--- config.mk ---
export PLATFORM = sky130hd
export DESIGN_NAME = if_fetch
export DESIGN_NICKNAME = d
export VERILOG_FILES = /design/src/rtl/if_fetch.sv
export SDC_FILE = /design/constraint.sdc
export NUM_CORES = 1
export LEC_CHECK = 0
export ABC_AREA = 0
export ABC_CLOCK_PERIOD_IN_PS = 1930
export CORE_ASPECT_RATIO = 0.6
export CORE_MARGIN = 2
export CORE_UTILIZATION = 44
export CTS_CLUSTER_SIZE = 24
export DETAILED_ROUTE_END_ITERATION = 6
export PLACE_DENSITY = 0.77
export SETUP_SLACK_MARGIN = 0.3
export SYNTH_ARGS = -nofsm -noshare
export SYNTH_HDL_FRONTEND = slang
export SYNTH_SLANG_ARGS = --single-unit
--- constraint.sdc ---
create_clock -name clk -period 1.93 [get_ports clk]
set_input_delay 0.386 -clock clk [delete_from_list [all_inputs] [get_ports clk]]
set_output_delay 0.386 -clock clk [all_outputs]
set_load 0.005 [all_outputs]
--- src/rtl/if_fetch.sv ---
// -----------------------------------------------------------------------------
// if_fetch
//   Instruction-fetch stage that sits directly behind the PC generator. It takes
//   the current PC and issues one request at a time to instruction memory over a
//   valid/ready handshake. The 32-bit response is captured into the IF/ID output
//   register. The block tells the PC generator when to hold the PC, and it drops
//   in-flight and held work when ID/EX redirects the pipeline (flush).
//
// Ports
//   clk, rst          clock; synchronous active-high reset
//   pc_i              current PC from the PC generator
//   flush_i           redirect from ID/EX; kills the in-flight fetch and the held output
//   id_ready_i        ID accepts if_valid_o this cycle
//   imem_req_*        request channel to instruction memory (valid/ready, address)
//   imem_resp_*       response channel (valid, data, access-fault flag)
//   fetch_stall_o     1: the PC generator must hold pc_i
//   if_valid_o        IF/ID register holds a valid instruction
//   if_pc_o           PC of the held instruction
//   if_inst_o         held instruction (NOP when the fetch trapped)
//   if_exc_o          00 none, 01 misaligned fetch, 10 access fault
// -----------------------------------------------------------------------------
module if_fetch #(
   parameter int ADDR_W      = 64,
   parameter int INST_W      = 32,
   parameter int ALIGN_CHECK = 1
) (
   input  logic              clk,
   input  logic              rst,
   input  logic [ADDR_W-1:0] pc_i,
   input  logic              flush_i,
   input  logic              id_ready_i,
   output logic              imem_req_valid,
   output logic [ADDR_W-1:0] imem_req_addr,
   input  logic              imem_req_ready,
   input  logic              imem_resp_valid,
   input  logic [INST_W-1:0] imem_resp_data,
   input  logic              imem_resp_err,
   output logic              fetch_stall_o,
   output logic              if_valid_o,
   output logic [ADDR_W-1:0] if_pc_o,
   output logic [INST_W-1:0] if_inst_o,
   output logic [1:0]        if_exc_o
);

   localparam logic [INST_W-1:0] NOP_INST     = INST_W'(32'h0000_0013);
   localparam logic [1:0]        EXC_NONE     = 2'b00;
   localparam logic [1:0]        EXC_MISALIGN = 2'b01;
   localparam logic [1:0]        EXC_FAULT    = 2'b10;

   typedef enum logic [1:0] {
      S_IDLE = 2'd0,   // nothing pending, output empty
      S_WAIT = 2'd1,   // request accepted, response pending
      S_HOLD = 2'd2,   // output valid, ID has not taken it yet
      S_DROP = 2'd3    // flushed while pending: discard the next response
   } state_t;

   state_t state_reg, state_next;

   logic [ADDR_W-1:0] pc_q_reg;
   logic              if_valid_reg;
   logic [ADDR_W-1:0] if_pc_reg;
   logic [INST_W-1:0] if_inst_reg;
   logic [1:0]        if_exc_reg;

   logic misaligned;
   logic can_issue;
   logic issue;
   logic trap;
   logic accept;

   // Misalignment trapping can be compiled out; memory then sees the raw PC.
   generate
      if (ALIGN_CHECK != 0) begin : g_align_check
         assign misaligned = (pc_i[1:0] != 2'b00);
      end else begin : g_no_align_check
         assign misaligned = 1'b0;
      end
   endgenerate

   // ---------------------------------------------------------------------
   // State register
   // ---------------------------------------------------------------------
   always_ff @(posedge clk) begin
      if (rst) begin
         state_reg <= S_IDLE;
      end else begin
         state_reg <= state_next;
      end
   end

   // ---------------------------------------------------------------------
   // Output / handshake decode
   // ---------------------------------------------------------------------
   always_comb begin
      // A new fetch can start from an empty stage, or from a full stage in
      // the very cycle ID takes the held instruction.
      can_issue      = (state_reg == S_IDLE) || ((state_reg == S_HOLD) && id_ready_i);
      issue          = can_issue && !flush_i && !rst;
      // A misaligned PC never reaches memory; it completes locally as a trap.
      trap           = issue && misaligned;
      imem_req_valid = issue && !misaligned;
      accept         = imem_req_valid && imem_req_ready;
      // The PC is consumed whenever the fetch for it has been started.
      fetch_stall_o  = !(accept || trap);
   end

   assign imem_req_addr = pc_i;

   // ---------------------------------------------------------------------
   // Next-state logic
   // ---------------------------------------------------------------------
   always_comb begin
      state_next = state_reg;
      if (flush_i) begin
         unique case (state_reg)
            S_IDLE, S_HOLD: state_next = S_IDLE;
            // A pending response must still be absorbed before new requests.
            S_WAIT, S_DROP: state_next = imem_resp_valid ? S_IDLE : S_DROP;
            default:        state_next = S_IDLE;
         endcase
      end else begin
         unique case (state_reg)
            S_IDLE: begin
               if (accept) begin
                  state_next = S_WAIT;
               end else if (trap) begin
                  state_next = S_HOLD;
               end
            end
            S_WAIT: begin
               if (imem_resp_valid) begin
                  state_next = S_HOLD;
               end
            end
            S_HOLD: begin
               if (id_ready_i) begin
                  if (accept) begin
                     state_next = S_WAIT;
                  end else if (trap) begin
                     state_next = S_HOLD;
                  end else begin
                     state_next = S_IDLE;
                  end
               end
            end
            S_DROP: begin
               if (imem_resp_valid) begin
                  state_next = S_IDLE;
               end
            end
            default: state_next = S_IDLE;
         endcase
      end
   end

   // ---------------------------------------------------------------------
   // Request PC and IF/ID output register
   // ---------------------------------------------------------------------
   always_ff @(posedge clk) begin
      if (rst) begin
         pc_q_reg <= '0;
      end else if (accept) begin
         pc_q_reg <= pc_i;
      end
   end

   always_ff @(posedge clk) begin
      if (rst) begin
         if_valid_reg <= 1'b0;
         if_pc_reg    <= '0;
         if_inst_reg  <= '0;
         if_exc_reg   <= EXC_NONE;
      end else if (flush_i) begin
         if_valid_reg <= 1'b0;
      end else if (trap) begin
         if_valid_reg <= 1'b1;
         if_pc_reg    <= pc_i;
         if_inst_reg  <= NOP_INST;
         if_exc_reg   <= EXC_MISALIGN;
      end else if ((state_reg == S_WAIT) && imem_resp_valid) begin
         if_valid_reg <= 1'b1;
         if_pc_reg    <= pc_q_reg;
         if_inst_reg  <= imem_resp_err ? NOP_INST : imem_resp_data;
         if_exc_reg   <= imem_resp_err ? EXC_FAULT : EXC_NONE;
      end else if ((state_reg == S_HOLD) && id_ready_i) begin
         // ID took the instruction; if a new request was accepted on this
         // edge the stage is now waiting, otherwise it is empty.
         if_valid_reg <= 1'b0;
      end
   end

   assign if_valid_o = if_valid_reg;
   assign if_pc_o    = if_pc_reg;
   assign if_inst_o  = if_inst_reg;
   assign if_exc_o   = if_exc_reg;

endmodule

# == After elaboration in Yosys (flattened, before gate mapping) ==
# Cells that the tools add are included.
# Widths: inputs -> output; s select.
# totals
latchBits,0
wordCells,58
inputBits,103
ram_bits,0
memories,0
output_inout_bits,165
rom_bits,0
reg_bits,165
# op_classes
order_cmp,0
n_eq_ne,7
bitwise,1
shifts,0
reduce_logical,22
div,0
n_mux,22
n_addsub,0
n_mul,0
# op_table
cell,n
$mux 64,2
$mux 32,3
$mux 2,12
$ne 3x3->1 const B,3
$pmux 2 s4,1
$logic_and 1x1->1,7
$reduce_or 2->1,3
$eq 2x2->1 const B,2
$logic_not 1->1,4
$ne 4x4->1 const B,1
$pmux 2 s2,1
$reduce_and 4->1,1
$reduce_bool 2->1,2
$mux 1,3
$reduce_bool 3->1,1
$eq 2x1->1 const B,1
$logic_not 2->1,1
$logic_or 1x1->1,2
$reduce_and 2->1,1
$not 1->1,1

# == Longest topological paths before layout ==
# depth
depth_word,11
depth_mapped,7
ltp_nobuf,4

# == Worst setup path after synthesis ==
# Ideal clock, no wire load.
# synth_timing
kind,reg2reg
startpoint,reg state_reg[0]
endpoint,"reg if_pc_reg[42], in the netlist if_pc_o[42]"
path_buffers,3
arrival_time_ns,1.610
synth_period_minus_slack_ns,1.756
required_time_ns,1.783
stages_incl_launch_ff,8
setup_ns,0.147
path_slack_ns,0.174
path_cell_list,dfxtp_1 -> buf_6 -> or3_4 -> or3_4 -> buf_6 -> buf_2 -> nor2_1 -> a311oi_2
# synth_via
elab_chain_len,8
elab_cells_between_ends,12
classes_between,eq/ne: 2; mux: 1; reduce/logical: 9
# synth_lines
element,line,text
"start, declared",57,"state_t state_reg, state_next;"
"start signal, assigned",87,state_reg <= state_next;
$eq 2x2->1,97,can_issue = (state_reg == S_IDLE) || ((state_reg == S_HOLD) && id_ready_i);
$logic_and 1x1->1,97,
$logic_or 1x1->1,97,
$logic_and 1x1->1 (2 in a row),98,issue = can_issue && !flush_i && !rst;
$logic_and 1x1->1,100,trap = issue && misaligned;
$reduce_bool 2->1 (no line),-,
$reduce_and 2->1 (no line),-,
"end signal, assigned",177,if_pc_reg <= pc_i;
"end signal, assigned",182,if_pc_reg <= pc_q_reg;
"end, declared",61,logic [ADDR_W-1:0] if_pc_reg;
# Several ways; a longest one is shown, not always the timed one.
# A chain may end at the register's enable or synchronous reset.

# == Worst setup path after layout ==
# layout_timing
startpoint,reg state_reg[0]
endpoint,"reg if_pc_reg[26], in the netlist if_pc_o[26]"
# The elaborated chain is that of the path after synthesis.

==> PnR_summary.wiki <==
{| class="wikitable"
! Metric !! Value
|-
| Row count || 35
|-
| Xor and xnor fraction of the mapped netlist area || 0
|-
| Flop-to-flop setup slack || 0.04 ns
|-
| Number of register bits inferred by synthesis || 165
|-
| Maximum fanout encountered on the critical timing path || 8
|-
| Proportion of synthesized area in mux cells || 0.00141
|-
| Fraction of synthesis flops using an asynchronous set or reset pin || 0
|-
| Number of clock buffers inserted by TritonCTS || 17
|-
| Cell variety after synth || 31
|-
| Cells along the critical path || or3_4, buf_6, or3_4, buf_6, clkbuf_16, a311oi_2
|-
| Overall fraction of global-route tracks in use || 0.244
|-
| Area share of and/or/nand/nor cells after synthesis || 0.193
|-
| Slew @ Worst Pin || 1.07 ns
|-
| Core region area || 15500 um2
|-
| Starting density of the core || 0.456
|-
| Hold Fails Final Rpt || 0
|-
| Largest net degree at the start of global routing || 84
|-
| Worst-case clock buffer depth || 2
|-
| GP Congestion || 0.772
|-
| Residual DRC count || 0
|-
| Via count of the first global-routing pass || 6305
|-
| Area Growth Syn to Fin || 58.3%
|-
| Max transition margin || 0.288
|-
| Number of warning messages in the yosys log || 0
|-
| Synthesized area divided by synthesized cell count || 8.72 um2
|-
| Min-delay worst type || primary input to flop
|-
| Startpoint type of the worst setup path || flop
|-
| Final net count || 1153
|-
| Count of vias placed by the detailed router || 6674
|-
| Via density per instance || 5.28
|-
| Power Density || 744 nW/um2
|-
| Synthesized net count || 917
|-
| Global route total overflow || 0
|-
| Post-synthesis cell count || 814
|-
| Die outline height || 102 um
|-
| Required time at the endpoint of the critical path || 2.25 ns
|-
| Clock latency of the later-clocked register in the worst-skew pair || 0.42 ns
|-
| Cell accounting for the most synthesized area || dfxtp_1
|-
| Number of violations reported at the end of detailed-routing iteration 0 || 509
|-
| Hold_buf cts || 0
|-
| Setup crit end kind || flop
|-
| Library cell contributing the largest single delay on the critical path || or3_4
|-
| Sequential element share of the synthesized area || 0.466
|-
| Cell with the most instances after synthesis || nand2_1
|-
| Flip-flop cell with the highest count after synthesis || dfxtp_1
|-
| Startpoint-to-endpoint class of the critical path || flop to flop
|-
| Layout cells sized above 1 || 0.223
|-
| Area contributors post-synth || dfxtp_1, nand2_1, a311oi_2, buf_4, a21oi_1
|-
| Biggest cell delay along the critical path || 0.41 ns
|-
| Synthesized-area fraction occupied by ao, oa, aoi and oai cells || 0.224
|-
| Register clock-pin slew on the reported worst setup and hold paths || 0.07 ns
|-
| Total routed wirelength || 22900 um
|-
| Total power of the final layout || 8.36 mW
|-
| Fraction of the core area covered by cells at the end of the flow || 0.722
|-
| # fillers || 1167
|-
| Final-report setup violation count || 0
|-
| Final setup slack of the worst path || 0.0382 ns
|-
| DIE AREA || 17200 um2
|-
| LEAKAGE || 5.62 nW
|-
| Setup TNS || 0 ns
|-
| Status || complete, no violations
|-
| Yosys top cell area share || 0.466
|-
| Number of detailed-routing iterations run before antenna repair || 5
|-
| Number of maximum-capacitance violations || 0
|-
| Non-filler instance count after layout || 1264
|-
| Number of synthesized flops with an enable pin || 0
|-
| Port Buf Inserts || 267
|-
| Half-perimeter wire length after detailed placement || 13300 um
|-
| Library cell used as clock root buffer || clkbuf_16
|-
| Post-DRT Antenna Nets || 0
|-
| First-pass GRT wire length || 33300 um
|-
| Number of sinks handled by clock tree synthesis || 165
|-
| Post-Place Worst Slack || -0.487 ns
|-
| Max-slew violations || 0
|-
| Adder and majority cell fraction of the synthesized area || 0
|-
| Area of combinational cells with multiple inputs || 3220 um2
|-
| Post-synthesis instance area || 7090 um2
|-
| Worst IR drop on VDD || 0.659 mV
|-
| Minimum period implied by the final worst setup slack || 1.89 ns
|-
| Ranking of synthesized cells by instance count || nand2_1, dfxtp_1, a21oi_1
|-
| Number of placed cells counting well taps || 1207
|-
| Die Width || 168 um
|-
| Routed WL per cell || 18.1 um
|-
| Number of antenna diodes || 0
|-
| Arrival time of data at the critical path endpoint || 2.22 ns
|-
| Period utilization || 0.980
|-
| RSZ-0062 raised after global routing || true
|-
| Main combinational cell family by area after synthesis || compound AO/OA/AOI/OAI gates
|-
| Register area || 3330 um2
|-
| Layout Skew || 0.0127 ns
|-
| Level count of the clock H-tree || 4
|-
| Achievable clock frequency || 529 MHz
|-
| I/O pin cnt || 268
|-
| Number of antenna violations at the first check in global routing || 0
|-
| CTS tree || yes
|}
[where the power goes]
group | switching (mW) | total [mW] | internal (mW)
registers | 0.0635 | 3.59 | 3.53
logic | 0.541 | 1.24 | 0.699
clock network | 1.44 | 3.53 | 2.09
total | 2.04 | 8.36 | 6.31
[through the flow]
| step | area (um2) | hold WS (ns) |
|---|---|---|
| 3_5_place_dp | 9720 | 0.441 |
| 5_1_grt | 11200 | 0.415 |
| 2_1_floorplan | 7090 | 0.432 |
| 6_report | 11200 | 0.396 |
| 3_3_place_gp | 9720 | 0.428 |
| 4_1_cts | 10600 | 0.390 |
[placed cells by master (no fill, tap or decap), types with 4 or more instances in the layout]
cell type,instances
dlygate4sd2_1,71
clkdlybuf4s50_1,99
a22o_1,29
a311oi_2,56
nor2_1,36
nor2_4,15
dfxtp_1,143
dfxtp_2,22
nor3_1,5
nand2_1,251
buf_16,8
clkbuf_16,23
a21oi_1,66
dlymetal6s2s_1,93
or3_4,4
nor2_2,16
buf_4,44
buf_12,9
buf_6,9
a311oi_1,7
[worst max-delay path: cells and delay by family (launching register included)]
kind                   cells  cell delay (ns)
AND/OR/NAND/NOR            2             0.76
flip-flops                 1             0.33
AO/OA/AOI/OAI              1             0.22
buffers and inverters      3             0.48
[final timing paths]
check,startpoint,to,cells past startpoint
worst max-delay path,state_reg[0]$_SDFFE_PP0P_,if_pc_o[26]$_SDFFE_PP0P_,6
worst min-delay path,pc_i[33],pc_q_reg[33]$_SDFFE_PP0P_,3
worst max register to register,state_reg[0]$_SDFFE_PP0P_,if_pc_o[26]$_SDFFE_PP0P_,6
worst min register to register,pc_q_reg[63]$_SDFFE_PP0P_,pc_q_reg[63]$_SDFFE_PP0P_,2
[area by class of cell]
| type | count | area share |
|---|---|---|
| repair buffers | 345 | 0.340 |
| well taps | 203 | 0.0226 |
| multi-input cells | 520 | 0.287 |
| flip-flops and latches | 165 | 0.297 |
| clock inverters | 12 | 0.0151 |
| clock buffers | 18 | 0.0391 |
| inverters | 1 | 0.000334 |
[routing by layer]
layer  part of all wire  global-route usage  vias up  wire (um)
met1               0.46               0.322     3196      10400
met2               0.45               0.401      261      10400
met3              0.074              0.0755       26       1710
li1                   -                   -     3191          -
met5                  0                   0        -          0
met4              0.016              0.0482        0        368
[repair_timing]
action | 4_1_cts | 5_1_grt
endpoints found under the setup margin | 326 | 255
pin swaps | 4 | 13
setup buffers | 5 | 3
gates cloned | 8 | 11
gates resized for setup | 123 | 157
[kinds of logic after synthesis]
group           count (synthesis)
compound gates                173
buf+inv                       131
flops                         165
mux                             1
simple gates                  344
Note: power is estimated with default switching activity, not from simulation.
